**config.mk**
```make
export PLATFORM = sky130hd
export DESIGN_NAME = fifo_1r1w_rolly_flat
export DESIGN_NICKNAME = d
export VERILOG_FILES = /design/src/rtl/fifo_rolly_pkg.sv /design/src/rtl/fifo_1r1w_rolly_if.sv /design/src/rtl/fifo_rolly_tracker.sv /design/src/rtl/fifo_1r1w_rolly.sv /design/src/flat_wrapper.sv
export SDC_FILE = /design/constraint.sdc
export NUM_CORES = 1
export LEC_CHECK = 0
export CAP_MARGIN = 25
export CORE_MARGIN = 3
export CORE_UTILIZATION = 38
export CTS_BUF_LIST = sky130_fd_sc_hd__clkbuf_8
export CTS_CLUSTER_SIZE = 20
export DETAILED_ROUTE_END_ITERATION = 8
export PLACE_DENSITY = 0.67
export SETUP_SLACK_MARGIN = 0.5
export SLEW_MARGIN = 20
export SYNTH_ARGS = -nofsm -noshare
export SYNTH_HDL_FRONTEND = slang
export SYNTH_SLANG_ARGS = --single-unit
```
**constraint.sdc**
```tcl
create_clock -name clk_i -period 15.54 [get_ports clk_i]
set_clock_uncertainty 0.05 [all_clocks]
set_input_delay 3.108 -clock clk_i [delete_from_list [all_inputs] [get_ports clk_i]]
set_output_delay 3.108 -clock clk_i [all_outputs]
set_load 0.03 [all_outputs]
```
**src/rtl/fifo_rolly_pkg.sv**
```systemverilog
// fifo_rolly_pkg: shared op encodings and strobe decoder for the rollback FIFO
package fifo_rolly_pkg;

    typedef enum logic [1:0] {
        wr_none,
        wr_commit,
        wr_drop,
        wr_clr
    } wr_op_e;

    typedef enum logic [1:0] {
        rd_none,
        rd_incr,
        rd_ack,
        rd_rollback
    } rd_op_e;

    typedef struct packed {
        wr_op_e wr;
        rd_op_e rd;
    } ops_t;

    function automatic ops_t decode_ops(
        input logic clr_v,
        input logic cnd_v,
        input logic cnd,
        input logic ack_v,
        input logic rollback_v,
        input logic incr_v
    );
        ops_t o;
        o.wr = clr_v ? wr_clr : cnd_v ? (cnd ? wr_commit : wr_drop) : wr_none;
        o.rd = ack_v ? rd_ack : rollback_v ? rd_rollback : incr_v ? rd_incr : rd_none;
        return o;
    endfunction

endpackage

```
**src/rtl/fifo_1r1w_rolly_if.sv**
```systemverilog
// fifo_1r1w_rolly_if: producer/consumer handshake and transaction strobes
interface fifo_1r1w_rolly_if #(
    parameter int width_p = 32
);
    logic               v_i;
    logic [width_p-1:0] data_i;
    logic               ready_o;
    logic               commit_not_drop_v_i;
    logic               commit_not_drop_i;
    logic               v_o;
    logic [width_p-1:0] data_o;
    logic               yumi_i;
    logic               incr_v_i;
    logic               rollback_v_i;
    logic               ack_v_i;
    logic               clr_v_i;

    modport master (
        output v_i, data_i, commit_not_drop_v_i, commit_not_drop_i,
        output yumi_i, incr_v_i, rollback_v_i, ack_v_i, clr_v_i,
        input  ready_o, v_o, data_o
    );

    modport slave (
        input  v_i, data_i, commit_not_drop_v_i, commit_not_drop_i,
        input  yumi_i, incr_v_i, rollback_v_i, ack_v_i, clr_v_i,
        output ready_o, v_o, data_o
    );
endinterface

```
**src/rtl/fifo_rolly_tracker.sv**
```systemverilog
// fifo_rolly_tracker: write/commit and read/acknowledge pointers (FIFO_ROLLY_ASSERT_EN adds checks)
module fifo_rolly_tracker
    import fifo_rolly_pkg::*;
#(
    parameter int lg_size_p = 2
) (
    input  logic                 clk_i,
    input  logic                 reset_i,
    input  ops_t                 ops,
    input  logic                 incr_v_i,
    input  logic                 v_i,
    input  logic                 yumi_i,
    output logic                 ready,
    output logic                 v,
    output logic                 we,
    output logic [lg_size_p-1:0] waddr,
    output logic [lg_size_p-1:0] raddr
);
    typedef logic [lg_size_p:0] ptr_t;

    ptr_t wptr_r, wcptr_r, rptr_r, rcptr_r;
    ptr_t wptr_n, wcptr_n, rptr_n, rcptr_n;
    ptr_t wptr_inc, rptr_inc, rb_ptr;
    logic clr;

    assign clr = ops.wr == wr_clr;
    // Full only when the writer has lapped the oldest unacknowledged read entry
    assign ready = ~(wptr_r[lg_size_p] != rcptr_r[lg_size_p]
                     && wptr_r[lg_size_p-1:0] == rcptr_r[lg_size_p-1:0]);
    assign v = rptr_r != wcptr_r;
    assign we = v_i & ready & ~clr;
    assign waddr = wptr_r[lg_size_p-1:0];
    assign raddr = rptr_n[lg_size_p-1:0];
    assign wptr_inc = wptr_r + ptr_t'(v_i & ready);
    assign rptr_inc = rptr_r + ptr_t'(yumi_i);
    assign rb_ptr = rcptr_r + ptr_t'(incr_v_i);

    // Next pointer values: clear beats everything, then each side by its own priority
    always_comb begin
        wptr_n = clr ? '0 : ops.wr == wr_drop ? wcptr_r : wptr_inc;
        wcptr_n = clr ? '0 : ops.wr == wr_commit ? wptr_inc : wcptr_r;
        rptr_n = clr ? '0 : ops.rd == rd_rollback ? rb_ptr : rptr_inc;
        rcptr_n = clr ? '0 : ops.rd == rd_ack ? rptr_inc : ops.rd == rd_rollback ? rb_ptr
                : ops.rd == rd_incr ? rcptr_r + ptr_t'(1) : rcptr_r;
    end

    // Pointer registers
    always_ff @(posedge clk_i) begin
        if (reset_i) begin
            wptr_r <= '0;
            wcptr_r <= '0;
            rptr_r <= '0;
            rcptr_r <= '0;
        end else begin
            wptr_r <= wptr_n;
            wcptr_r <= wcptr_n;
            rptr_r <= rptr_n;
            rcptr_r <= rcptr_n;
        end
    end

`ifdef FIFO_ROLLY_ASSERT_EN
    // Acknowledging past the read pointer would release unread entries
    always_ff @(posedge clk_i) begin
        if (!reset_i)
            assert (!(incr_v_i && !clr && ops.rd != rd_ack && rcptr_r == rptr_inc))
                else $error("incr_v_i with nothing left to acknowledge");
    end
`endif

endmodule

```
**src/rtl/fifo_1r1w_rolly.sv**
```systemverilog
// fifo_1r1w_rolly: transactional 1R1W FIFO with write commit/drop and read ack/rollback (FIFO_ROLLY_ASSERT_EN enables sim checks)
module fifo_1r1w_rolly
    import fifo_rolly_pkg::*;
#(
    parameter int width_p   = 32,
    parameter int lg_size_p = 2
) (
    input logic               clk_i,
    input logic               reset_i,
    fifo_1r1w_rolly_if.slave  bus
);
    ops_t                 ops;
    logic                 ready, v, we;
    logic [lg_size_p-1:0] waddr, raddr;
    logic [width_p-1:0]   mem [0:(1<<lg_size_p)-1];
    logic [width_p-1:0]   data_r;

    assign ops = decode_ops(bus.clr_v_i, bus.commit_not_drop_v_i, bus.commit_not_drop_i,
                            bus.ack_v_i, bus.rollback_v_i, bus.incr_v_i);

    fifo_rolly_tracker #(.lg_size_p(lg_size_p)) ft (
        .clk_i    (clk_i),
        .reset_i  (reset_i),
        .ops      (ops),
        .incr_v_i (bus.incr_v_i),
        .v_i      (bus.v_i),
        .yumi_i   (bus.yumi_i),
        .ready    (ready),
        .v        (v),
        .we       (we),
        .waddr    (waddr),
        .raddr    (raddr)
    );

    // Storage array, no reset so it maps onto a memory macro
    always_ff @(posedge clk_i) begin
        if (we)
            mem[waddr] <= bus.data_i;
    end

    // Registered read of next cycle's head; same-address write bypasses to keep write-first behaviour
    always_ff @(posedge clk_i) begin
        if (reset_i)
            data_r <= '0;
        else
            data_r <= (we && waddr == raddr) ? bus.data_i : mem[raddr];
    end

    assign bus.ready_o = ready;
    assign bus.v_o = v;
    assign bus.data_o = data_r;

`ifdef FIFO_ROLLY_ASSERT_EN
    logic               hold_q;
    logic [width_p-1:0] held_q;

    // Protocol checks on the producer and consumer
    always_ff @(posedge clk_i) begin
        hold_q <= ~reset_i & bus.v_i & ~ready;
        held_q <= bus.data_i;
        if (!reset_i) begin
            assert (!(bus.yumi_i && !v)) else $error("yumi_i without v_o");
            assert (!(hold_q && bus.v_i && bus.data_i != held_q)) else $error("data_i changed while stalled");
            assert (!(bus.ack_v_i && bus.rollback_v_i)) else $error("ack_v_i together with rollback_v_i");
        end
    end
`endif

endmodule

```
**src/flat_wrapper.sv**
```systemverilog
// flat-port wrapper written by rule: the top's interface ports become plain ports
module fifo_1r1w_rolly_flat import fifo_rolly_pkg::*;
#(
    parameter int width_p   = 32,
    parameter int lg_size_p = 2
)
  (clk_i, reset_i, bus_v_i, bus_data_i, bus_commit_not_drop_v_i, bus_commit_not_drop_i, bus_yumi_i, bus_incr_v_i, bus_rollback_v_i, bus_ack_v_i, bus_clr_v_i, bus_ready_o, bus_v_o, bus_data_o);
  fifo_1r1w_rolly_if #(.width_p(width_p)) bus_i ();
  input logic clk_i;
  input logic reset_i;
  input wire logic [$bits(bus_i.v_i)-1:0] bus_v_i;
  input wire logic [$bits(bus_i.data_i)-1:0] bus_data_i;
  input wire logic [$bits(bus_i.commit_not_drop_v_i)-1:0] bus_commit_not_drop_v_i;
  input wire logic [$bits(bus_i.commit_not_drop_i)-1:0] bus_commit_not_drop_i;
  input wire logic [$bits(bus_i.yumi_i)-1:0] bus_yumi_i;
  input wire logic [$bits(bus_i.incr_v_i)-1:0] bus_incr_v_i;
  input wire logic [$bits(bus_i.rollback_v_i)-1:0] bus_rollback_v_i;
  input wire logic [$bits(bus_i.ack_v_i)-1:0] bus_ack_v_i;
  input wire logic [$bits(bus_i.clr_v_i)-1:0] bus_clr_v_i;
  output wire logic [$bits(bus_i.ready_o)-1:0] bus_ready_o;
  output wire logic [$bits(bus_i.v_o)-1:0] bus_v_o;
  output wire logic [$bits(bus_i.data_o)-1:0] bus_data_o;
  assign bus_i.v_i = bus_v_i;
  assign bus_i.data_i = bus_data_i;
  assign bus_i.commit_not_drop_v_i = bus_commit_not_drop_v_i;
  assign bus_i.commit_not_drop_i = bus_commit_not_drop_i;
  assign bus_i.yumi_i = bus_yumi_i;
  assign bus_i.incr_v_i = bus_incr_v_i;
  assign bus_i.rollback_v_i = bus_rollback_v_i;
  assign bus_i.ack_v_i = bus_ack_v_i;
  assign bus_i.clr_v_i = bus_clr_v_i;
  assign bus_ready_o = bus_i.ready_o;
  assign bus_v_o = bus_i.v_o;
  assign bus_data_o = bus_i.data_o;
  fifo_1r1w_rolly #(.width_p(width_p), .lg_size_p(lg_size_p)) u_core (.clk_i(clk_i), .reset_i(reset_i), .bus(bus_i));
endmodule
```
## Yosys cells after proc, flatten, opt, wreduce, memory -nomap -nowiden

Memory sizes are Yosys's and may differ from the RTL's. A register that Yosys moved wholly into a read port is not among the register bits.
Index checks and enable logic that the tools add are counted.

- $add $sub $neg: 4
- Bitwise gates (word level): 5
- Reductions and logical operators: 3
- Multiplexer cells: 14
- Equal/unequal tests: 9

Operator list:

| cell | number |
|---|---|
| 3-bit two-way mux | 5 |
| 2-bit two-way mux | 6 |
| 3-bit by 1-bit adder with 3-bit output | 3 |
| 2-bit equality test, second input constant | 4 |
| 2-bit by 1-bit equality test with 1-bit output, second input constant | 2 |
| 3-bit by 1-bit adder with 3-bit output, second input constant | 1 |
| 1-bit AND | 3 |
| 1-bit two-way mux | 3 |
| 3-bit inequality test | 1 |
| 3-bit nonzero test | 1 |
| 2-bit equality test | 1 |
| 1-bit NOT | 2 |
| 2-bit OR reduction | 1 |
| 1-bit logical AND | 1 |
| 1-bit inequality test | 1 |

- Register bits: 12
- Bits in writable memories: 128
- Memories kept: 1
- Output and inout port bits: 34
- Bits of input ports: 42

Memories:

| memory | depth | bits a word | rd ports | clocked after Yosys merged registers in | wr ports | line | source |
|---|---|---|---|---|---|---|---|
| u_core.mem | 4 | 32 | 1 | 1 | 1 | fifo_1r1w_rolly.sv:15 | `logic [width_p-1:0] mem [0:(1<<lg_size_p)-1];` |

## Depth between registers and ports, before layout

Gate-level depths: netlist of the first run.

- Depth in word-level cells: 8
- Depth in mapped cells: 9
- Gate-level depth less buffers: 8

## Modules after synthesis

A second synthesis of the first run with hierarchy kept.

- Cell total of the unflattened synthesis: 414
- Area, all modules: 6909.1 um2

Modules (own cells, without submodules):

| module | sequential area each (um2) | times used | area each (um2) | cells each |
|---|---|---|---|---|
| fifo_1r1w_rolly | 4484.3 | 1 | 6112.1 | 334 |
| fifo_rolly_tracker | 240.2 | 1 | 797.0 | 80 |

## Least setup slack after synthesis of the first run

Ideal clock, no wire load.

- Path type: input to register
- Start: input bus_v_i
- End: memory u_core.mem[2][0], enable pin
- Setup time: 513 ps
- Stages on the path: 3
- Path buffers: 0
- Setup slack: 8189 ps
- Arrival time: 6788 ps
- Path through: inv_1 a31o_2 nor4b_1

- Word-level cells in the longest chain between the ends: 4

RTL lines:

| what | line | source |
|---|---|---|
| start: declaration | flat_wrapper.sv:11 | `input wire logic [$bits(bus_i.v_i)-1:0] bus_v_i;` |
| 1-bit AND (2 in a row) | fifo_rolly_tracker.sv:31 | `assign we = v_i & ready & ~clr;` |
| 1-bit two-way mux | fifo_1r1w_rolly.sv:37 | `if (we)` |
| 1-bit two-way mux (implied by the code) | fifo_1r1w_rolly.sv:38 | `mem[waddr] <= bus.data_i;` |
| end: declaration | fifo_1r1w_rolly.sv:15 |  |

No other way between the ends.

## Worst setup path after layout of the first run

- Start: input bus_incr_v_i
- End: register u_core.data_r[23] (netlist: u_core.bus.data_o[23]) (read register of u_core.mem)

- Word-level cells in the longest chain between the ends: 6
- Elaborated cells on any way between the ends: 7
- Those cells by class: 1 x add/sub; 1 x eq/ne; 5 x mux

RTL lines:

| what | line | source |
|---|---|---|
| start: declaration | flat_wrapper.sv:16 | `input wire logic [$bits(bus_i.incr_v_i)-1:0] bus_incr_v_i;` |
| 1-bit two-way mux | fifo_rolly_pkg.sv:33 | `o.rd = ack_v ? rd_ack : rollback_v ? rd_rollback : incr_v ? rd_incr : rd_none;` |
| 2-bit two-way mux (2 in a row) | fifo_rolly_pkg.sv:33 |  |
| 2-bit equality test | fifo_rolly_tracker.sv:42 | `rptr_n = clr ? '0 : ops.rd == rd_rollback ? rb_ptr : rptr_inc;` |
| 3-bit two-way mux (*) | fifo_rolly_tracker.sv:42 |  |
| 2-bit two-way mux (*) | fifo_rolly_tracker.sv:42 |  |
| end: declaration | fifo_1r1w_rolly.sv:16 | `logic [width_p-1:0] data_r;` |

Every way passes the cells marked *; elsewhere a longest branch is shown, timed or not.
A chain may end at the register's enable or synchronous reset.

==> out/qor.yml, run 1 <==
cells_and_area:
  nets: 600
  fin_util: 0.476
  final_common_cell: "edfxtp_1"
  layout_common_cells: "edfxtp_1 (128), nand2_1 (103), clkdlybuf4s50_1 (75)"
  layout-drive-gt1-share: 0.0922
  num-fill-cells: 1463
  n_antenna_cell: 0
  area_growth_pct: 20.9
floorplanning:
  num_rows: 47
  ios: 76
  initial_core_util: 0.394
  fp.dieH_um: 138
  dieArea_sq_mm: 0.0190
  core_area_sq_mm: 0.0168
  die_x_um: 138
drt:
  num_vias: 4212
  ant_nets: 0
  wirelength_um: 14700
  dr.pass1.iters: 4
  drc_errors: 0
  vias_per_cell: 5.37
  drtIter0Drc: 309
  routedWlPerCell_um: 18.8
clock_network:
  hold_buffers: 0
  htree_levels: 4
  cts_resized: 0
  cts_setup_buffers: 0
  clk_pin_slew_worst_paths_ns: 0.09
  clock-sinks: 172
  numCtsBuffers: 17
  cts.path.max_buffers: 2
  cts_tree: "done"
  clkLatencyLatePin_ns: 0.45
  cts_root_buf: "clkbuf_8"
logic_synthesis:
  synth-compound-area-share: 0.120
  synth-xor-area-share: 0.0173
  netlist_area_sq_mm: 0.00660
  ys_seq_area_frac: 0.716
  yosys.area_share.adder: 0.0133
  synth_fp_nets: 529
  synth-main-ff-cell: "edfxtp_1"
  yosysUniqueCellTypes: 36
  synth.area.mux_share: 0.0159
  synth_top_family_by_area: "compound AO/OA/AOI/OAI gates"
  synth-seq-cells: 172
  synth_async_sr_flop_share: 0
  synth_simple_gate_area_frac: 0.0914
  synth_enable_flop_cells: 128
  synth_warnings: 0
  netlist_instances: 480
  syn_area_per_cell_sq_um: 13.7
timing:
  final_max_slew_viol_count: 0
  worst_slew_pin_slew_ns: 0.941
  max_slew_margin: 0.370
  fin_crit_sh: 0.405
  post-route-min-period_ns: 6.30
  tns_ns: 0
  fmax_ghz: 0.159
  finalHoldViolations: 0
  rsz0062_at_grt: "false"
  setup_viol: 0
hold_path:
  hold_depth: 2
  min_path_type: "flop to flop"
  min_to: "u_core.ft.wcptr_r[0]$_SDFFE_PP0N_"
  min_from: "u_core.ft.wcptr_r[0]$_SDFFE_PP0N_"
placed_design:
  dp_hpwl_um: 8410
  port_buffers: 75
  routabilityCongestion: 0.833
setup_path:
  end_kind: "flop"
  rrSetupSlack_ns: 12.10
  cp_max_fo: 33
  ff2ff_path_depth: 9
  path_class: "primary input to flop"
  crit_path_start_kind: "primary input"
  cp.arrival_ns: 6.64
  worstReg2RegEnd: "u_core.bus.data_o[23]$_SDFF_PP0_"
  worst_ep_required_time_ns: 15.88
  r2r-start: "u_core.ft.rcptr_r[0]$_SDFFE_PP0P_"
global_route:
  grt_max_degree: 66
  antenna_found_initial: 0
  grt_overflow: 0
  grt_pass1_vias: 4317
  grt_first_pass_wirelength_um: 22500
  grt_use_total: 0.158
status:
  outcome: "complete, no violations"
power_and_ir_drop:
  p_leak_nw: 2.80
  powerDensity_mw_per_mm2: 115
  irDropWorstVdd_v: 0.0000553
flow_run:
  cap_violations: 0
critical path, cell delays in order:
cell,delay (ns)
clkdlybuf4s50_1,0.51
ha_1,0.25
ha_1,0.36
nor2b_1,0.19
mux2i_4,0.14
buf_4,0.40
xnor2_1,0.17
nor4b_4,0.84
buf_4,0.43
a22o_1,0.20
power by group:
part           leakage (nW)  total, W  switching (W)  internal, W
Clock                 0.184  0.000280       0.000152     0.000128
Combinational          1.08  0.000120      0.0000702    0.0000502
Sequential             1.53  0.000515     0.00000599     0.000509
Total                  2.80  0.000915       0.000228     0.000687
synthesized netlist by cell type (all sizes together) (7+ instances only):
library cell  number  area (sq um)
mux2i              7          82.6
a21oi             36           180
a32oi             32           280
edfxtp           128          3840
nand2            103           387
ha                 7          87.6
buf               13          93.8
xnor2             10          87.6
dfxtp             44           881
a22o              32           280
nor2              10          37.5
clkbuf            18          67.6
area by class of cell:
cell class,count,area [sq um],share of cell area
sequential,172,4720,0.593
multi-input combinational,275,1760,0.221
timing repair buffer,83,851,0.107
tap,220,275,0.0345
clock buffer,18,248,0.0311
clock inverter,14,105,0.0132
inverter,2,7.51,0.000942
sequential cells by signal, summed over array words and instances (netlist names):
register           cells
u_core.ft.rptr_r       3
u_core.ft.wcptr_r      3
u_core.bus.data_o     32
u_core.ft.rcptr_r      3
u_core.ft.wptr_r       3
u_core.mem           128
routing by layer:
| metal | share of wire | GRT usage | up-vias |
|---|---|---|---|
| met5 | 0 | 0 | - |
| met4 | 0.016 | 0.0565 | 0 |
| met3 | 0.047 | 0.0347 | 27 |
| met2 | 0.50 | 0.269 | 121 |
| met1 | 0.44 | 0.200 | 2123 |
| li1 | - | - | 1941 |
worst max-delay path by stage:
stage,start,endpoint,slack [ns],cells past startpoint
floorplan,bus_v_i,u_core.mem[2][0]$_DFFE_PP_,8.19,3
global placement,bus_incr_v_i,u_core.bus.data_o[11]$_SDFF_PP0_,8.88,10
detailed placement,bus_incr_v_i,u_core.bus.data_o[6]$_SDFF_PP0_,8.79,10
CTS,bus_incr_v_i,u_core.bus.data_o[23]$_SDFF_PP0_,9.26,10
global route,bus_incr_v_i,u_core.bus.data_o[6]$_SDFF_PP0_,9.06,10
finish,bus_incr_v_i,u_core.bus.data_o[23]$_SDFF_PP0_,9.24,10
metrics by stage:
stage | instances | instance area (sq um) | hold slack (ns) | total power, W | setup slack, ns
2_1_floorplan | 480 | 6600 | 0.411 | 0.000593 | 8.19
3_3_place_gp | 750 | 7560 | 0.436 | 0.000642 | 8.88
3_5_place_dp | 751 | 7590 | 0.445 | 0.000645 | 8.79
4_1_cts | 783 | 7950 | 0.459 | 0.000922 | 9.26
5_1_grt | 784 | 7970 | 0.479 | 0.000952 | 9.06
6_report | 784 | 7970 | 0.455 | 0.000915 | 9.24
kinds of logic after synthesis:
| family | Yosys count |
|---|---|
| flip-flops | 172 |
| AND/OR/NAND/NOR | 138 |
| AO/OA/AOI/OAI | 108 |
| buffers and inverters | 33 |
| XOR/XNOR | 13 |
| multiplexers | 9 |
| adder cells (fa/ha/maj) | 7 |
Power figures use the tool's default switching activity.
==> run 2: changes to the inputs <==
- PLACE_DENSITY: 0.67 -> 0.69
- clock period: 15.54 -> 5.62 ns (I/O delays scaled with it)
==> run 2 against run 1 <==
Compared with the run above: critical path depth shrank 2; setup slack lost 7.5 ns; clock power grew to 3.1 times the previous value; die area is the same; non-clock buffer count is the same; critical path type unchanged.
==> out/qor.yml, run 2 (same netlist as run 1, synthesis figures left out) <==
timing:
  fmax_ghz: 0.258
  final_max_slew_viol_count: 0
  setup_slack_ns: 1.75
  max_slew_margin: 0.431
  fin_crit_sh: 0.689
  rsz0062_at_grt: "false"
  setup_viol: 0
  tns_ns: 0
  post-route-min-period_ns: 3.87
  worst_slew_pin_slew_ns: 0.854
  finalHoldViolations: 0
placed_design:
  postPlaceCellArea_sq_mm: 0.00760
  dp_hpwl_um: 8370
  port_buffers: 75
  routabilityCongestion: 0.760
  place_ws_ns: 1.05
drt:
  num_vias: 4194
  drc_errors: 0
  vias_per_cell: 5.35
  drtIter0Drc: 303
  routedWlPerCell_um: 18.8
  dr.pass1.iters: 5
  ant_nets: 0
  wirelength_um: 14700
global_route:
  grt_pass1_vias: 4357
  grt_use_total: 0.158
  grt_first_pass_wirelength_um: 22500
  grt_max_degree: 65
  antenna_found_initial: 0
  grt_overflow: 0
power_and_ir_drop:
  p_leak_nw: 2.81
  powerDensity_mw_per_mm2: 328
  irDropWorstVdd_v: 0.000205
clock_network:
  cts.path.max_buffers: 2
  hold_buffers: 0
  clk_pin_slew_worst_paths_ns: 0.08
  cts_setup_buffers: 0
  clock-sinks: 172
  numCtsBuffers: 17
  htree_levels: 4
  clkLatencyLatePin_ns: 0.45
  cts_tree: "done"
  cts_root_buf: "clkbuf_8"
  cts_resized: 0
floorplanning:
  die_x_um: 138
  initial_core_util: 0.394
  fp.dieH_um: 138
  ios: 76
  num_rows: 47
  dieArea_sq_mm: 0.0190
  core_area_sq_mm: 0.0168
setup_path:
  crit_path_start_kind: "primary input"
  path_class: "primary input to flop"
  r2r-start: "u_core.ft.rcptr_r[0]$_SDFFE_PP0P_"
  worst_ep_required_time_ns: 5.96
  rrSetupSlack_ns: 2.62
  end_kind: "flop"
  cp.arrival_ns: 4.21
  ff2ff_path_depth: 7
  cp_max_fo: 33
  worstReg2RegEnd: "u_core.bus.data_o[0]$_SDFF_PP0_"
hold_path:
  min_to: "u_core.ft.wcptr_r[0]$_SDFFE_PP0N_"
  min_path_type: "flop to flop"
  hold_depth: 2
  min_from: "u_core.ft.wcptr_r[0]$_SDFFE_PP0N_"
cells_and_area:
  largest_reg_flops: 128
  final_area_sq_mm: 0.00804
  num-fill-cells: 1454
  nets: 600
  layout-drive-gt1-share: 0.0940
  fin_util: 0.479
  n_antenna_cell: 0
  area_growth_pct: 21.8
  largest_register: "u_core.mem"
  final_common_cell: "edfxtp_1"
  layout_common_cells: "edfxtp_1 (128), nand2_1 (103), clkdlybuf4s50_1 (75)"
flow_run:
  cap_violations: 0
status:
  outcome: "complete, no violations"
-- run 2: cell count changes in the layout (fill, tap and decap cells not counted) --
cell	before	now
clkinv_2	5	2
clkbuf_8	18	17
clkinv_4	0	2
nor4b_2	1	0
inv_1	5	2
bufinv_16	1	3
clkinv_1	0	2
inv_6	1	2
nor4b_4	1	2
-- run 2: layout make-up --
type | instances | area [sq um] | area share
clock buffers | 17 | 234 | 0.0291
clock inverters | 15 | 173 | 0.0215
inverters | 2 | 7.51 | 0.000934
multi-input cells | 275 | 1770 | 0.220
flip-flops and latches | 172 | 4720 | 0.588
well taps | 220 | 275 | 0.0343
repair buffers | 83 | 851 | 0.106
-- run 2: through the flow --
stage                     hold slack (ns)  power [W]  instances
after CTS                           0.444    0.00265        783
after global routing                0.486    0.00272        784
final                               0.446    0.00263        784
after global placement              0.430    0.00178        750
after detailed placement            0.432    0.00178        751
after floorplan                     0.411    0.00164        480
-- run 2: per-layer routing --
| metal | share of wire | GRT usage | routed length [um] |
|---|---|---|---|
| met5 | 0 | 0 | 0 |
| met2 | 0.50 | 0.269 | 7300 |
| met4 | 0.010 | 0.0428 | 149 |
| met1 | 0.44 | 0.201 | 6440 |
| met3 | 0.057 | 0.0405 | 844 |
-- run 2: worst max-delay path, cell delays in order --
cell,delay (ns)
clkdlybuf4s50_1,0.51
ha_1,0.26
ha_1,0.38
mux2_2,0.73
xnor2_1,0.21
a31oi_4,0.60
buf_16,0.23
a22o_1,0.15
-- run 2: worst max path at each step --
stage                      start                              end  slack (ns)  depth (start not counted)
floorplan                bus_v_i       u_core.mem[0][0]$_DFFE_PP_        0.59                          3
global placement    bus_incr_v_i  u_core.bus.data_o[5]$_SDFF_PP0_        1.13                          7
detailed placement  bus_incr_v_i  u_core.bus.data_o[5]$_SDFF_PP0_        1.05                          7
CTS                 bus_incr_v_i  u_core.bus.data_o[5]$_SDFF_PP0_        1.52                          7
global route        bus_incr_v_i  u_core.bus.data_o[2]$_SDFF_PP0_        1.63                          8
finish              bus_incr_v_i  u_core.bus.data_o[0]$_SDFF_PP0_        1.75                          8
-- run 2: power by group --
part / switching [W] / total (W) / internal (W)
clock: 0.000435 / 0.000873 / 0.000438
combinational: 0.000195 / 0.000334 / 0.000139
sequential: 0.0000181 / 0.00143 / 0.00141
==> run 3: changes to the inputs <==
- clock period: 5.62 -> 3.3 ns (I/O delays scaled with it)
==> run 3 against run 2 <==
Compared with the run above: final area rose by 0.92%; final cell count rose by 1.8%; routed wire length rose by 1.8%; hold slack improved by 0.0051 ns; clock power rose by 60%; register-to-register slack got worse by 1.7 ns; non-clock buffer count rose by 14; core utilization rose by 0.44 points; sequential power rose by 70%; via count rose by 1.7%; die area did not move; sequential cell count did not move; critical path type unchanged.
==> out/qor.yml, run 3 (same netlist as run 1, synthesis figures left out) <==
cells_and_area:
  largest_reg_flops: 128
  layout_common_cells: "edfxtp_1 (128), nand2_1 (103), clkdlybuf4s50_1 (75)"
  nets: 614
  final_area_sq_mm: 0.00811
  n_antenna_cell: 0
  largest_register: "u_core.mem"
  layout-drive-gt1-share: 0.116
  area_growth_pct: 23.0
  final_common_cell: "edfxtp_1"
setup_path:
  crit_path_start_kind: "primary input"
  cp.arrival_ns: 3.01
  ff2ff_path_depth: 8
  crit_top_cell: "ha_1"
  end_kind: "flop"
  crit_path_top_delay_cell: "clkdlybuf4s50_1"
  path_class: "primary input to flop"
  cp_max_fo: 32
  path_cells: "clkdlybuf4s50_1, ha_1, ha_1, nor2b_1, mux2i_4, xnor2_1, nor4b_4, buf_12, a22o_1"
  worst_ep_required_time_ns: 3.65
  cpPeakStageDelay_ns: 0.43
placed_design:
  postPlaceCellArea_sq_mm: 0.00774
  dp_hpwl_um: 9040
  port_buffers: 75
  routabilityCongestion: 0.743
drt:
  vias_per_cell: 5.34
  routedWlPerCell_um: 18.8
  dr.pass1.iters: 5
  ant_nets: 0
  wl_met3_um: 1090
  drc_errors: 0
  drtIter0Drc: 353
  wirelength_um: 15000
  wl_met1_um: 6310
  dr.max_layer_used: "met4"
  num_vias: 4264
  route.met2.wl_um: 7420
status:
  outcome: "complete, no violations"
global_route:
  grt_first_pass_wirelength_um: 23700
  grt_use_total: 0.168
  grt_overflow: 0
  grt_max_degree: 41
  grt_pass1_vias: 4387
  antenna_found_initial: 0
power_and_ir_drop:
  irDropWorstVdd_v: 0.000331
  power_w: 0.00441
  p_leak_nw: 2.88
  powerDensity_mw_per_mm2: 543
timing:
  fmax_ghz: 0.376
  max_slew_margin: 0.705
  post-route-min-period_ns: 2.66
  finalHoldViolations: 0
  worst_slew_pin_slew_ns: 0.442
  setup_viol: 0
  rsz0062_at_grt: "false"
  fin_crit_sh: 0.805
  final_max_slew_viol_count: 0
  tns_ns: 0
  whs_ns: 0.451
clock_network:
  numCtsBuffers: 17
  cts_tree: "done"
  cts.path.max_buffers: 2
  clock-sinks: 172
  clk_pin_slew_worst_paths_ns: 0.08
  cts_root_buf: "clkbuf_8"
  hold_buffers: 0
  clkLatencyLatePin_ns: 0.46
  htree_levels: 4
floorplanning:
  dieArea_sq_mm: 0.0190
  die_x_um: 138
  ios: 76
  num_rows: 47
  fp.dieH_um: 138
  core_area_sq_mm: 0.0168
  initial_core_util: 0.394
hold_path:
  min_path_type: "flop to flop"
  hold_depth: 2
flow_run:
  cap_violations: 0
[run 3: changes by cell type in the layout (fill, tap and decap cells not counted)]
| cell | change |
|---|---|
| buf_4 | +13 |
| clkinvlp_4 | -2 |
| nor4_4 | +1 |
| dfxtp_2 | +1 |
| buf_16 | -2 |
| buf_12 | +3 |
| bufinv_16 | -1 |
| clkinv_4 | -1 |
| clkinv_2 | +4 |
| dfxtp_1 | -1 |
| clkinv_1 | -2 |
| inv_1 | +3 |
| inv_6 | -1 |
| nor4_2 | -1 |
[run 3: final cells by class]
cell class                 count  area, sq um
fill                        1468         8650
sequential                   172         4730
multi-input combinational    275         1780
timing repair buffer          97          953
tap                          220          275
clock buffer                  17          234
clock inverter                15          134
inverter                       2         7.51
[run 3: worst max-delay path: cells and delay by family]
kind                     cells  cell delay [ns]
buffers and inverters        2             0.69
AND/OR/NAND/NOR              2             0.60
adder cells (fa/ha/maj)      2             0.57
AO/OA/AOI/OAI                1             0.18
XOR/XNOR                     1             0.17
multiplexers                 1             0.13
[run 3: where the power goes]
group          internal [W]  switching, W  total (W)  leakage, nW
clock network      0.000657      0.000741    0.00140        0.199
logic              0.000247      0.000334   0.000581         1.16
registers           0.00240     0.0000300    0.00243         1.53
total               0.00330       0.00110    0.00441         2.88
[run 3: metrics by stage]
step / std cells / setup WS (ns) / util
final: 798 / 0.643 / 0.484
after global routing: 798 / 0.545 / 0.484
after CTS: 798 / 0.546 / 0.484
after floorplan: 480 / 0.708 / -
after global placement: 766 / 0.221 / 0.462
after detailed placement: 766 / 0.180 / 0.462
[run 3: final timing paths]
| check | startpoint | to | slack [ns] |
|---|---|---|---|
| setup / recovery | bus_incr_v_i | u_core.bus.data_o[7]$_SDFF_PP0_ | 0.64 |
| hold / removal | u_core.ft.wcptr_r[1]$_SDFFE_PP0N_ | u_core.ft.wcptr_r[1]$_SDFFE_PP0N_ | 0.45 |
| setup reg to reg | u_core.ft.rcptr_r[0]$_SDFFE_PP0P_ | u_core.bus.data_o[7]$_SDFF_PP0_ | 0.94 |
| hold reg to reg | u_core.ft.wcptr_r[1]$_SDFFE_PP0N_ | u_core.ft.wcptr_r[1]$_SDFFE_PP0N_ | 0.45 |
[run 3: what timing repair did]
action                                  in CTS  in global routing
resized for setup                            0                  1
endpoints found under the setup margin       0                  1
setup buffers                                0                  0
[run 3: layer usage]
metal	global-route usage	vias to the layer above
li1	-	1976
met1	0.221	2121
met2	0.270	156
met3	0.0394	11
met4	0.0642	0
met5	0	-
